==> config.mk <==
export PLATFORM = sky130hd
export DESIGN_NAME = text_stream_sender
export DESIGN_NICKNAME = d
export VERILOG_FILES = /design/src/rtl/text_ui_pkg.sv /design/src/rtl/text_chunk_fifo.sv /design/src/rtl/text_stream_sender.sv
export SDC_FILE = /design/constraint.sdc
export NUM_CORES = 1
export LEC_CHECK = 0
export CORE_MARGIN = 3
export CORE_UTILIZATION = 43
export CTS_BUF_LIST = sky130_fd_sc_hd__clkbuf_8
export DETAILED_ROUTE_END_ITERATION = 8
export PLACE_DENSITY_LB_ADDON = 0.15
export SKIP_LAST_GASP = 1
export SYNTH_ARGS = -nofsm -noshare
export SYNTH_HDL_FRONTEND = slang
export SYNTH_HIERARCHICAL = 1
export SYNTH_SLANG_ARGS = --single-unit
==> constraint.sdc <==
create_clock -name clk -period 7.62 [get_ports clk]
set_input_delay 2.286 -clock clk [delete_from_list [all_inputs] [get_ports clk]]
set_output_delay 2.286 -clock clk [all_outputs]
set_load 0.02 [all_outputs]
==> src/rtl/text_ui_pkg.sv <==
// text_ui_pkg: shared constants, FSM states and chunk record for the text stream sender
package text_ui_pkg;
  localparam logic [7:0] CHAR_SPACE = 8'h20;
  localparam int DISP_CHARS = 16;
  localparam int MAX_FRAME_DEFAULT = 2048;
  typedef enum logic [1:0] {IDLE, SEND, GAP} state_e;
  typedef struct packed {
    logic [127:0] data;
    logic [4:0]   len;
    logic         last;
  } chunk_t;
  function automatic logic [4:0] clamp_len(input logic [4:0] len);
    return len > 5'(DISP_CHARS) ? 5'(DISP_CHARS) : len;
  endfunction
endpackage

==> src/rtl/text_chunk_fifo.sv <==
// text_chunk_fifo: two-entry ping-pong chunk buffer exposing the head chunk and a peek at the next one
// Ports: clk, reset (async, active-high); push/push_chunk write; pop removes one, pop2 removes two;
// head, next_len, next_last peek; cnt occupancy, full, empty.
module text_chunk_fifo
  import text_ui_pkg::*;
(
  input  logic       clk,
  input  logic       reset,
  input  logic       push,
  input  chunk_t     push_chunk,
  input  logic       pop,
  input  logic       pop2,
  output chunk_t     head,
  output logic [4:0] next_len,
  output logic       next_last,
  output logic [1:0] cnt,
  output logic       full,
  output logic       empty
);
  chunk_t mem_q [2];
  logic wr_q, wr_d, rd_q, rd_d;
  logic [1:0] cnt_q, cnt_d;
  always_comb begin
    wr_d = wr_q ^ push;
    // pop2 advances the 1-bit read pointer twice, which leaves it unchanged
    rd_d = rd_q ^ pop;
    cnt_d = cnt_q + {1'b0, push} - {pop2, pop};
  end
  always_ff @(posedge clk or posedge reset)
    if (reset) begin
      wr_q <= 1'b0;
      rd_q <= 1'b0;
      cnt_q <= '0;
    end else begin
      wr_q <= wr_d;
      rd_q <= rd_d;
      cnt_q <= cnt_d;
    end
  always_ff @(posedge clk)
    if (push) mem_q[wr_q] <= push_chunk;
  assign head = mem_q[rd_q];
  assign next_len = mem_q[~rd_q].len;
  assign next_last = mem_q[~rd_q].last;
  assign cnt = cnt_q;
  assign full = cnt_q[1];
  assign empty = cnt_q == 2'd0;
endmodule

==> src/rtl/text_stream_sender.sv <==
// text_stream_sender: emits buffered 16-char chunks one char per clk on ascii_data, framed by ascii_data_ready
// Ports: clk, reset (async, active-high); msg_data/msg_len/msg_last/msg_valid/msg_ready chunk input;
// ascii_data/ascii_data_ready registered char stream; busy; err_underrun/err_trunc sticky errors.
// Build option: define TEXT_SENDER_TRIM_EN to take chunk length from the last non-space char instead of msg_len.
module text_stream_sender
  import text_ui_pkg::*;
#(
  parameter int GAP_CYCLES = 2,
  parameter int MAX_FRAME  = MAX_FRAME_DEFAULT
) (
  input  logic         clk,
  input  logic         reset,
  input  logic [127:0] msg_data,
  input  logic [4:0]   msg_len,
  input  logic         msg_last,
  input  logic         msg_valid,
  output logic         msg_ready,
  output logic [7:0]   ascii_data,
  output logic         ascii_data_ready,
  output logic         busy,
  output logic         err_underrun,
  output logic         err_trunc
);
  localparam int GW = $clog2(GAP_CYCLES + 1);
  chunk_t head, in_chunk;
  logic [4:0] in_len, next_len;
  logic next_last, full, empty, push, pop, pop2, emit, last_ch;
  logic [1:0] cnt, cnt_nx;
  state_e state_q, state_d;
  logic [3:0] idx_q, idx_d;
  logic [10:0] fcnt_q, fcnt_d;
  logic [GW-1:0] gap_q, gap_d;
  logic drain_q, drain_d, und_q, und_d, trunc_q, trunc_d, rdy_q, rdy_d, busy_q, busy_d;
  logic [7:0] data_q, data_d;
`ifdef TEXT_SENDER_TRIM_EN
  always_comb begin
    in_len = '0;
    for (int i = 0; i < DISP_CHARS; i++) if (msg_data[127-8*i -: 8] != CHAR_SPACE) in_len = 5'(i + 1);
  end
`else
  assign in_len = clamp_len(msg_len);
`endif
  assign push = msg_valid & ~full;
  assign in_chunk = {msg_data, in_len, msg_last};
  text_chunk_fifo u_fifo (
    .clk,
    .reset,
    .push,
    .push_chunk(in_chunk),
    .pop,
    .pop2,
    .head,
    .next_len,
    .next_last,
    .cnt,
    .full,
    .empty
  );
  always_comb begin
    state_d = state_q;
    idx_d = idx_q;
    fcnt_d = fcnt_q;
    gap_d = gap_q;
    drain_d = drain_q;
    und_d = und_q;
    trunc_d = trunc_q;
    data_d = CHAR_SPACE;
    rdy_d = 1'b0;
    pop = 1'b0;
    pop2 = 1'b0;
    emit = state_q == SEND || (state_q == IDLE && !empty && !drain_q && head.len != 5'd0);
    last_ch = {1'b0, idx_q} == head.len - 5'd1;
    if (state_q == GAP) begin
      state_d = gap_q == '0 ? IDLE : GAP;
      gap_d = gap_q - GW'(1);
    end
    // empty chunks in IDLE and leftovers of a truncated frame are discarded one per cycle
    if (!emit && !empty && (drain_q || state_q == IDLE)) begin
      pop = 1'b1;
      drain_d = drain_q && !head.last;
    end
    if (emit) begin
      data_d = 8'(head.data >> {~idx_q, 3'b000});
      rdy_d = 1'b1;
      fcnt_d = fcnt_q + 11'd1;
      idx_d = idx_q + 4'd1;
      state_d = SEND;
      if (fcnt_q == 11'(MAX_FRAME - 1) && !(last_ch && head.last)) begin
        pop = 1'b1;
        trunc_d = 1'b1;
        drain_d = !head.last;
        state_d = GAP;
      end else if (last_ch) begin
        idx_d = '0;
        // an empty follow-up chunk is consumed together with the finishing one so no hole appears
        pop2 = !head.last && cnt == 2'd2 && next_len == 5'd0;
        pop = !pop2;
        und_d = und_q || (!head.last && (cnt != 2'd2 || (pop2 && !next_last)));
        state_d = (head.last || cnt != 2'd2 || pop2) ? GAP : SEND;
      end
    end
    if (state_d == GAP && state_q != GAP) begin
      gap_d = GW'(GAP_CYCLES - 1);
      fcnt_d = '0;
      idx_d = '0;
    end
    cnt_nx = cnt + {1'b0, push} - {pop2, pop};
    busy_d = state_d != IDLE || cnt_nx != 2'd0;
  end
  always_ff @(posedge clk or posedge reset)
    if (reset) begin
      state_q <= IDLE;
      idx_q <= '0;
      fcnt_q <= '0;
      gap_q <= '0;
      drain_q <= 1'b0;
      und_q <= 1'b0;
      trunc_q <= 1'b0;
      data_q <= CHAR_SPACE;
      rdy_q <= 1'b0;
      busy_q <= 1'b0;
    end else begin
      state_q <= state_d;
      idx_q <= idx_d;
      fcnt_q <= fcnt_d;
      gap_q <= gap_d;
      drain_q <= drain_d;
      und_q <= und_d;
      trunc_q <= trunc_d;
      data_q <= data_d;
      rdy_q <= rdy_d;
      busy_q <= busy_d;
    end
  assign msg_ready = ~full;
  assign ascii_data = data_q;
  assign ascii_data_ready = rdy_q;
  assign busy = busy_q;
  assign err_underrun = und_q;
  assign err_trunc = trunc_q;
endmodule

==> results of run 1 <==
worst reg2reg max path, cell delays in order (launching register included):
cell,delay [ns]
dfrtp_4,0.78
mux2_2,0.45
inv_1,0.07
ha_1,0.21
or3b_1,0.38
a211o_1,0.34
nor3_1,0.58
o21ai_0,0.20
a32oi_1,0.42
ha_1,0.31
inv_1,0.06
ha_1,0.15
xnor2_1,0.13
xnor2_1,0.07
or4_1,0.39
final timing paths:
check / start / endpoint / depth (start not counted)
max: u_fifo/rd_q$_DFF_PP0_ / busy$_DFF_PP0_ / 14
min: err_trunc$_DFFE_PP0P_ / err_trunc$_DFFE_PP0P_ / 1
max reg2reg: u_fifo/rd_q$_DFF_PP0_ / busy$_DFF_PP0_ / 14
min reg2reg: err_trunc$_DFFE_PP0P_ / err_trunc$_DFFE_PP0P_ / 1
max in group asynchronous: reset / ascii_data[5]$_DFF_PP1_ / 3
min in group asynchronous: reset / busy$_DFF_PP0_ / 2
placed cells by master, fill, tap and decap left out, types with 10 or more instances in the layout:
cell type and count:
clkdlybuf4s50_1 149, mux4_2 40, mux2_4 90, mux2_2 50
dfrtp_1 32, edfxtp_1 268, nor3_1 12, clkbuf_8 60
inv_1 39, xnor2_1 11, nand3_1 10, nor2_1 10
nand2_1 15
report_power, final:
| part | leakage, uW | total, uW | switching [uW] | internal (uW) |
|---|---|---|---|---|
| sequential | 0.00289 | 2380 | 176 | 2210 |
| clock | 0.000602 | 1390 | 637 | 755 |
| combinational | 0.00225 | 2050 | 949 | 1100 |
sequential cells by signal, summed over array words and instances (netlist names), 2 cells and up:
name          cells
u_fifo/cnt        2
u_fifo/mem_q    268
idx_q             4
ascii_data        8
gap_q             2
state_q           2
fcnt_q           11
logic make-up after synthesis:
kind of cell	Yosys count	synth area share, %
and+or+nand+nor	80	3.31
xor gates and xnor gates	14	1.05
muxes	180	21.6
DFF	304	68.6
AOI/OAI and AO/OA	41	2.22
adders and majority gates	10	0.959
buffers and inverters	50	2.30
per-stage QoR:
stage	hold slack (ns)	power, uW
floorplan	0.487	3970
global placement	0.456	4450
detailed placement	0.457	4500
CTS	0.472	5920
global route	0.504	6140
finish	0.463	5820
Yosys cell counts (2+ instances only):
cell type | n | share of area [%]
a21o_1 | 4 | 0.23
a21oi_1 | 3 | 0.12
a22o_1 | 3 | 0.20
a31oi_1 | 4 | 0.19
and2_1 | 7 | 0.34
buf_2 | 12 | 0.46
buf_6 | 11 | 0.95
clkbuf_1 | 6 | 0.17
dfrtp_1 | 35 | 6.7
edfxtp_1 | 268 | 62
ha_1 | 10 | 0.96
inv_1 | 17 | 0.49
mux2_2 | 50 | 4.3
mux2_4 | 90 | 10
mux4_2 | 40 | 6.9
nand2_1 | 15 | 0.43
nand2b_1 | 5 | 0.24
nand3_1 | 10 | 0.38
nor2_1 | 10 | 0.29
nor2b_1 | 6 | 0.29
nor3_1 | 12 | 0.46
o21ai_0 | 7 | 0.27
o21bai_1 | 2 | 0.12
o22ai_1 | 4 | 0.19
o31ai_1 | 2 | 0.12
or2_2 | 3 | 0.14
or3_1 | 2 | 0.096
or4_1 | 2 | 0.12
xnor2_1 | 11 | 0.74
xor2_1 | 2 | 0.13
area by class of cell:
type	count	area, um^2	area share (%)
clock inverters	35	186	1.17
well taps	390	488	3.06
inverters	18	67.6	0.424
multi-input cells	325	3820	24.0
repair buffers	157	1580	9.90
flip-flops and latches	304	8960	56.2
clock buffers	60	826	5.19
routing by layer:
layer / part of all wire (%) / global-route usage [%] / vias to the layer above / wire length (um)
met2: 51 / 28.0 / 171 / 13700
met5: 0.026 / 0 / - / 7
met1: 42 / 21.0 / 3374 / 11200
li1: - / - / 3054 / -
met4: 2.0 / 4.88 / 2 / 537
met3: 5.0 / 3.61 / 47 / 1350
==> impl_metrics.csv, run 1 <==
group,metric,value,unit
outcome,outcome,"finished clean",
critical_path,start_kind,"flip-flop",
global_routing,grt_pass1_vias,7196,
global_routing,grt_start_max_net_pins,69,
critical_path,path_delay_family,"simple AND/OR/NAND/NOR gates",
cells_and_area,n_antenna_cell,0,
cells_and_area,final_cells,1289,
routing,firstDrtPassIters,4,
timing,max_clock_freq,214,MHz
timing,rsz0062_at_grt,"false",
global_routing,gr-usage-all-layers,16.3,%
power_and_ir_drop,power.density,366,mW/mm^2
synthesis,netlist_instances,679,
critical_path,critPathBufInv,2,
routing,drc_errors,0,
timing,slew_headroom,29.6,%
placement,io_buffers,149,
floorplan,rows,63,
critical_path,critPathCaptureType,"flip-flop",
timing,fin_tns_setup,0,ns
critical_path,worstSetupPathType,"reg -> reg",
critical_path,cp_slowest_cell,"dfrtp_4",
floorplan,die_h,180,um
clock_tree,postCtsSetupRepairBufs,0,
synthesis,syn_nets,826,
floorplan,ioPinCount,150,
worst_hold_path,min_path_type,"reg -> reg",
cells_and_area,fillers,2381,
timing,period_share,61.3,%
global_routing,antenna_found_initial,2,
timing,worst_slack,2.95,ns
timing,tightest_slew,1.06,ns
routing,drtIter0Drc,403,
power_and_ir_drop,p_leak,0.00574,uW
cells_and_area,post-route-util,53.4,%
routing,drt_wl_total,26800,um
synthesis,synth-main-ff-cell,"edfxtp_1",
cells_and_area,layout-drive-gt1-share,29.9,%
critical_path,arrival,5.10,ns
clock_tree,cts_root_buf,"clkbuf_8",
cells_and_area,fin_area,0.0159,mm^2
cells_and_area,area_growth,22.0,%
synthesis,ys_ff_latch,304,
synthesis,yosysUniqueCellTypes,56,
timing,finalHoldViolCount,0,
routing,wl_per_cell,20.8,um
timing,setup_viol,0,
placement,dp.cells,1194,
floorplan,die-area,0.0325,mm^2
clock_tree,cts_resized,0,
run,cap_violations,0,
timing,skew,0.0269,ns
clock_tree,numCtsBuffers,51,
floorplan,start_util,43.8,%
global_routing,grt_pass1_wl,41300,um
floorplan,fp.dieW,180,um
routing,ant_nets,0,
clock_tree,holdBufCountCts,0,
critical_path,crit_chain,"mux2_2, inv_1, ha_1, or3b_1, a211o_1, nor3_1, o21ai_0, a32oi_1, ha_1, inv_1, ha_1, xnor2_1, xnor2_1, or4_1",
synthesis,netlist_area,0.0130,mm^2
timing,timing.final.crit_period,4.67,ns
placement,placed_area,0.0149,mm^2
cells_and_area,finalNetCount,1004,
clock_tree,cts_tree,"done",
clock_tree,cts_buffer_depth,3,
placement,gp_congestion,0.765,
routing,vias,6648,
synthesis,ys_async_sr_fraction,11.8,%
critical_path,worstPathRequired,8.05,ns
critical_path,max_stage_delay,0.78,ns
clock_tree,htreeDepth,2,
clock_tree,clk_latency,0.59,ns
routing,viasPerCell,5.16,
synthesis,yosysSeqAreaShare,68.6,%
synthesis,ys_warn_count,6,
critical_path,crit_path_max_fanout,33,
global_routing,grt_overflow,0,
clock_tree,clk_pin_slew,0.06,ns
critical_path,r2r_slack,2.95,ns
floorplan,core,0.0298,mm^2
placement,post-place-ws,2.56,ns
critical_path,crit_path_frequent_cell,"ha_1",
synthesis,synth_area_per_cell,19.2,um^2
placement,hpwlAfterDp,17200,um
synthesis,synth-edff-count,268,
timing,slew_viol_final,0,
power_and_ir_drop,irDropWorstVdd,0.173,mV
clock_tree,numClockSinks,304,
No activity file was read; power rests on OpenSTA's default activity.
==> inputs of run 2 (changes only) <==
==> constraint.sdc (replaced) <==
create_clock -name clk -period 4.5 [get_ports clk]
set_input_delay 1.35 -clock clk [delete_from_list [all_inputs] [get_ports clk]]
set_output_delay 1.35 -clock clk [all_outputs]
set_load 0.02 [all_outputs]
==> run 2 against run 1 <==
  * Combinational power up 71%
  * Clock power increased by 58%
  * Largest power group unchanged
  * Via count down 1.4%
  * Routed wire length decreased by 2.3%
  * Power is 66% higher
==> impl_metrics.csv, run 2 (synthesis results as in run 1) <==
group,metric,value,unit
power_and_ir_drop,irDropWorstVdd,0.272,mV
critical_path,critPathCaptureType,"flip-flop",
clock_tree,clk_pin_slew,0.06,ns
clock_tree,holdBufCountCts,0,
clock_tree,clk_latency,0.57,ns
global_routing,grt_overflow,0,
global_routing,antenna_found_initial,1,
timing,timing.final.crit_period,4.01,ns
critical_path,crit_path_max_fanout,42,
critical_path,max_stage_delay,0.54,ns
placement,gp_congestion,0.767,
global_routing,grt_start_max_net_pins,135,
critical_path,arrival,4.43,ns
timing,slew_viol_final,0,
cells_and_area,final_common_cell,"edfxtp_1",
timing,period_share,89.0,%
clock_tree,cts_tree,"done",
critical_path,cp_slowest_cell,"buf_4",
critical_path,worstSetupPathType,"reg -> reg",
routing,viasPerCell,5.09,
cells_and_area,layout_common_cells,"edfxtp_1 (268), clkdlybuf4s50_1 (149), mux2_4 (90), clkbuf_8 (53), mux2_2 (50)",
cells_and_area,n_antenna_cell,0,
cells_and_area,fin_area,0.0158,mm^2
floorplan,start_util,43.8,%
floorplan,die_h,180,um
cells_and_area,post-route-util,53.2,%
floorplan,ioPinCount,150,
floorplan,core,0.0298,mm^2
clock_tree,postCtsSetupRepairBufs,0,
clock_tree,cts_resized,0,
cells_and_area,final_cells,1287,
cells_and_area,finalNetCount,1007,
timing,setup_viol,0,
routing,wl_per_cell,20.4,um
clock_tree,cts_root_buf,"clkbuf_8",
power_and_ir_drop,p_leak,0.00569,uW
placement,placed_area,0.0149,mm^2
clock_tree,numCtsBuffers,52,
routing,firstDrtPassIters,4,
critical_path,start_kind,"flip-flop",
global_routing,grt_pass1_wl,41100,um
power_and_ir_drop,power.density,611,mW/mm^2
placement,io_buffers,149,
critical_path,crit_chain,"buf_4, mux2_2, or4_1, or2_2, o21ai_0, a32oi_1, ha_1, inv_1, ha_1, xnor2_1, xnor2_1, or4_1",
timing,worst_slack,0.494,ns
timing,tightest_slew,1.13,ns
global_routing,grt_pass1_vias,7388,
routing,ant_nets,0,
placement,post-place-ws,0.469,ns
clock_tree,cts_buffer_depth,3,
timing,rsz0062_at_grt,"false",
placement,hpwlAfterDp,17000,um
critical_path,critPathBufInv,2,
floorplan,rows,63,
timing,skew,0.0230,ns
timing,finalHoldViolCount,0,
cells_and_area,layout-drive-gt1-share,29.4,%
routing,drtIter0Drc,374,
cells_and_area,regMostFlops,"u_fifo/mem_q",
placement,dp.cells,1196,
worst_hold_path,min_path_type,"reg -> reg",
clock_tree,htreeDepth,2,
routing,vias,6557,
critical_path,worstPathRequired,4.92,ns
timing,slew_headroom,24.9,%
floorplan,fp.dieW,180,um
outcome,outcome,"finished clean",
timing,max_clock_freq,250,MHz
routing,drc_errors,0,
run,cap_violations,0,
cells_and_area,largest_register_ffs,268,
global_routing,gr-usage-all-layers,16.1,%
cells_and_area,area_growth,21.4,%
critical_path,path_delay_family,"simple AND/OR/NAND/NOR gates",
clock_tree,numClockSinks,304,
power_and_ir_drop,total_power,9690,uW
floorplan,die-area,0.0325,mm^2
routing,drt_wl_total,26200,um
## run 2: changes by cell type in the layout (fill, tap and decap cells not counted), moves of 2 or more
cell | previous run | this run
clkbuf_8 | 60 | 53
inv_1 | 39 | 36
buf_4 | 6 | 8
clkinv_1 | 6 | 12
## run 2: path summary, 6_finish.rpt
| check | startpoint | to | slack, ns | cells past startpoint |
|---|---|---|---|---|
| max in group asynchronous | reset | idx_q[0]$_DFFE_PP0P_ | 2.33 | 2 |
| min reg2reg | err_trunc$_DFFE_PP0P_ | err_trunc$_DFFE_PP0P_ | 0.46 | 1 |
| max | u_fifo/rd_q$_DFF_PP0_ | busy$_DFF_PP0_ | 0.49 | 12 |
| max reg2reg | u_fifo/rd_q$_DFF_PP0_ | busy$_DFF_PP0_ | 0.49 | 12 |
| min | err_trunc$_DFFE_PP0P_ | err_trunc$_DFFE_PP0P_ | 0.46 | 1 |
| min in group asynchronous | reset | u_fifo/rd_q$_DFF_PP0_ | 1.01 | 2 |
## run 2: area by class of cell
type                            instances  area (um^2)
Multi-Input combinational cell        325         3820
Sequential cell                       304         8960
Clock buffer                           53          729
Tap cell                              390          488
Clock inverter                         38          191
Fill cell                            2366        13900
Timing Repair Buffer                  159         1590
Inverter                               18         67.6
## run 2: per-stage QoR
stage	setup TNS (ns)	hold slack, ns
after floorplan	-212.61	0.487
after global placement	0	0.456
after detailed placement	0	0.458
after CTS	0	0.469
after global routing	0	0.486
final	0	0.463
## run 2: layer usage
layer | routed length (um) | vias to the layer above | global-route usage, %
met3 | 1300 | 44 | 3.90
li1 | - | 3057 | -
met4 | 553 | 2 | 4.85
met2 | 13600 | 170 | 28.2
met5 | 7 | - | 0
met1 | 10700 | 3284 | 19.9
## run 2: power breakdown
group | internal, uW | leakage, uW | switching (uW)
clock | 1150 | 0.000542 | 1060
combinational | 1860 | 0.00226 | 1650
sequential | 3740 | 0.00289 | 239
total | 6750 | 0.00569 | 2940
==> inputs of run 3 (changes only) <==
--- a/config.mk
+++ b/config.mk
@@ -10,8 +10,9 @@
 export CTS_BUF_LIST = sky130_fd_sc_hd__clkbuf_8
 export DETAILED_ROUTE_END_ITERATION = 8
 export PLACE_DENSITY_LB_ADDON = 0.15
+export SETUP_SLACK_MARGIN = 0.3
 export SKIP_LAST_GASP = 1
+export SLEW_MARGIN = 20
 export SYNTH_ARGS = -nofsm -noshare
 export SYNTH_HDL_FRONTEND = slang
-export SYNTH_HIERARCHICAL = 1
 export SYNTH_SLANG_ARGS = --single-unit
==> run 3 against run 2 <==
  * Utilization increased by 1.9 points
  * Routed wire length fell by 7.6%
  * Highest routed layer is now met4
  * Sequential share of layout area rose by 3.3 points
  * Sequential power about the same
  * Register-to-register slack better by 0.30 ns
  * Area after synthesis shrank 8.0%
  * Global-route usage increased by 0.24 points
  * Worst hold slack lost 0.0012 ns
  * Flip-flop and latch count is the same
  * First-iteration DRC count rose by 25%
  * Critical path type unchanged
  * Critical path depth grew 2
==> impl_metrics.csv, run 3 <==
group,metric,value,unit
timing,period_share,82.3,%
synthesis,synth-simple-area-share,3.62,%
critical_path,start_kind,"flip-flop",
cells_and_area,final_cells,1178,
cells_and_area,post-route-util,55.1,%
power_and_ir_drop,irDropWorstVdd,0.399,mV
routing,wl_per_cell,20.5,um
cells_and_area,finalNetCount,911,
synthesis,synth_top_family_by_area,"multiplexers",
synthesis,synth_area_per_cell,20.7,um^2
clock_tree,holdBufCountCts,0,
timing,hold_ws,0.461,ns
critical_path,reg2reg_from,"u_fifo.rd_q$_DFF_PP0_",
global_routing,gr-max-usage-layer,"met2",
timing,finalHoldViolCount,0,
clock_tree,postCtsSetupRepairBufs,0,
clock_tree,cts_buffer_depth,3,
placement,dp.cells,1085,
power_and_ir_drop,p_leak,0.00513,uW
worst_hold_path,hp-start,"err_underrun$_DFFE_PP0P_",
timing,tightest_slew,1.02,ns
global_routing,grt_overflow,0,
clock_tree,cts_tree,"done",
power_and_ir_drop,sw_frac_of_total,29.5,%
critical_path,r2r_end,"u_fifo.cnt[1]$_DFF_PP0_",
timing,rsz0062_at_grt,"false",
power_and_ir_drop,switchingPower,2690,uW
synthesis,synth_most_common_cell,"edfxtp_1",
placement,io_buffers,149,
timing,slew_headroom,32.3,%
synthesis,synth_top_cell_by_area,"edfxtp_1",
clock_tree,numCtsBuffers,50,
timing,slew_viol_final,0,
synthesis,ys_warn_count,0,
synthesis,synth-compound-area-share,1.75,%
worst_hold_path,min_path_type,"reg -> reg",
placement,gp_congestion,0.801,
synthesis,netlist_top_cells_area,"edfxtp_1 (67%), mux4_2 (15%), dfrtp_1 (7.3%)",
global_routing,grt_pass1_vias,6741,
cells_and_area,largest_register_ffs,268,
clock_tree,cts_root_buf,"clkbuf_8",
critical_path,reg2regPathDepth,14,
synthesis,netlist_area,0.0120,mm^2
power_and_ir_drop,internal-power,6420,uW
floorplan,ioPinCount,150,
cells_and_area,layout-drive-gt1-share,21.3,%
floorplan,start_util,44.2,%
timing,max_clock_freq,270,MHz
placement,hpwlAfterDp,15700,um
synthesis,netlist_top_cells_count,"edfxtp_1 (268), mux4_2 (80), dfrtp_1 (35), nor2_1 (31)",
global_routing,grt_pass1_wl,38000,um
power_and_ir_drop,total_power,9110,uW
global_routing,use_met2,29.3,%
power_and_ir_drop,p_seq_share,43.5,%
global_routing,gr-usage-all-layers,16.3,%
synthesis,yosysUniqueCellTypes,50,
clock_tree,clk_pin_slew,0.06,ns
synthesis,synth-edff-count,268,
synthesis,muxShareOfSynthArea,16.2,%
outcome,outcome,"finished clean",
cells_and_area,area_growth,24.7,%
cells_and_area,final_common_cell,"edfxtp_1",
critical_path,worstPathRequired,4.91,ns
critical_path,r2r_slack,0.80,ns
clock_tree,cts_resized,0,
floorplan,rows,60,
synthesis,ys_ff_latch,304,
timing,skew,0.0110,ns
run,cap_violations,0,
synthesis,syn_nets,727,
synthesis,synth_top_area_share,67.0,%
routing,viasPerCell,5.12,
critical_path,cp_slowest_cell,"dfrtp_4",
critical_path,crit_path_max_fanout,14,
timing,timing.final.crit_period,3.70,ns
global_routing,met3_usage,3.34,%
cells_and_area,regMostFlops,"u_fifo.mem_q",
power_and_ir_drop,power.density,608,mW/mm^2
global_routing,grt_start_max_net_pins,69,
clock_tree,htreeDepth,2,
power_and_ir_drop,p_comb_share,30.9,%
routing,drtIter0Drc,467,
critical_path,arrival,4.11,ns
synthesis,synth_xor_xnor_area_share,1.31,%
timing,setup_viol,0,
routing,drt_wl_total,24200,um
critical_path,critPathCaptureType,"flip-flop",
worst_hold_path,hold-path-endpoint,"err_underrun$_DFFE_PP0P_",
cells_and_area,layout_common_cells,"edfxtp_1 (268), clkdlybuf4s50_1 (149), mux4_2 (80), clkbuf_8 (54), dfrtp_1 (32)",
clock_tree,numClockSinks,304,
synthesis,yosys.area_share.adder,0.938,%
global_routing,antenna_found_initial,0,
synthesis,netlist_instances,581,
global_routing,use_met1,20.2,%
routing,firstDrtPassIters,4,
synthesis,synth-main-ff-cell,"edfxtp_1",
critical_path,worstSetupPathType,"reg -> reg",
floorplan,core,0.0272,mm^2
floorplan,fp.dieW,173,um
clock_tree,clk_latency,0.54,ns
floorplan,die-area,0.0300,mm^2
routing,ant_nets,0,
worst_hold_path,hold-path-cell-count,1,
critical_path,max_stage_delay,0.54,ns
routing,vias,6036,
critical_path,crit_chain,"mux2i_1, ha_1, inv_1, o311ai_0, o221a_2, nand4_1, o21ai_1, o211ai_2, ha_1, inv_1, ha_1, xnor2_1, xnor2_1, xnor2_1",
floorplan,die_h,173,um
synthesis,ys_async_sr_fraction,11.8,%
synthesis,yosysSeqAreaShare,74.5,%
critical_path,crit_start,"u_fifo.rd_q$_DFF_PP0_",
power_and_ir_drop,clkPwrFrac,25.6,%
cells_and_area,n_antenna_cell,0,
routing,drc_errors,0,
## run 3: changes by cell type after synthesis, sizes merged, moves of 4 or more
cell	previous run	this run
clkbuf	6	13
mux2	140	1
mux4	40	80
mux2i	0	13
buf	26	15
inv	18	14
nor3	12	5
and2	7	0
nand4	1	5
xor2	2	6
nor2	10	31
## run 3: layer usage
| layer | up-vias | part of all wire (%) |
|---|---|---|
| met3 | 45 | 5.0 |
| met5 | - | 0 |
| met2 | 168 | 53 |
| li1 | 2745 | - |
| met4 | 0 | 1.8 |
| met1 | 3078 | 40 |
## run 3: power by group through the flow
stage               Clock [uW]  Sequential, uW  Combinational [uW]
floorplan                    0            4020                2050
global placement             0            3990                2860
detailed placement           0            4020                2890
CTS                       2400            3970                2910
global route              2550            4020                3090
finish                    2330            3960                2820
## run 3: worst max path at each step
stage          cells past startpoint                             end  slack, ns
2_1_floorplan                      2    u_fifo.mem_q[1][0]$_DFFE_PP_      -0.72
3_3_place_gp                       4  u_fifo.mem_q[1][120]$_DFFE_PP_       0.95
3_5_place_dp                      14                  busy$_DFF_PP0_       0.78
4_1_cts                           14         u_fifo.cnt[1]$_DFF_PP0_       0.77
5_1_grt                           14         u_fifo.cnt[1]$_DFF_PP0_       0.49
6_report                          14         u_fifo.cnt[1]$_DFF_PP0_       0.80
## run 3: logic make-up (layout without fill, tap and decap cells)
kind of cell,Yosys count,after routing
flip-flops,304,304
multiplexers,94,94
AND/OR/NAND/NOR,86,86
buffers and inverters,42,267
AO/OA/AOI/OAI,28,28
XOR/XNOR,18,18
adder cells (fa/ha/maj),9,9
## run 3: final cells by class
type                       count  area (um^2)
inverter                      14         52.6
clock buffer                  54          743
timing repair buffer         160         1620
fill                        2154        12200
sequential                   304         8960
tap                          372          465
clock inverter                39          249
multi-input combinational    235         2880
## run 3: critical path: cells and delay by family, from the launching register on
kind                     cells  cell delay (ns)
adder cells (fa/ha/maj)      3             0.76
buffers and inverters        2             0.11
AND/OR/NAND/NOR              1             0.22
AO/OA/AOI/OAI                4             1.06
flip-flops                   1             0.54
multiplexers                 1             0.41
XOR/XNOR                     3             0.46
## run 3: stage by stage
stage | area, um^2 | setup WS (ns) | TNS, ns
3_3_place_gp | 14000 | 0.949 | 0
6_report | 15000 | 0.797 | 0
3_5_place_dp | 14000 | 0.777 | 0
5_1_grt | 15000 | 0.493 | 0
4_1_cts | 15000 | 0.770 | 0
2_1_floorplan | 12000 | -0.724 | -193.96
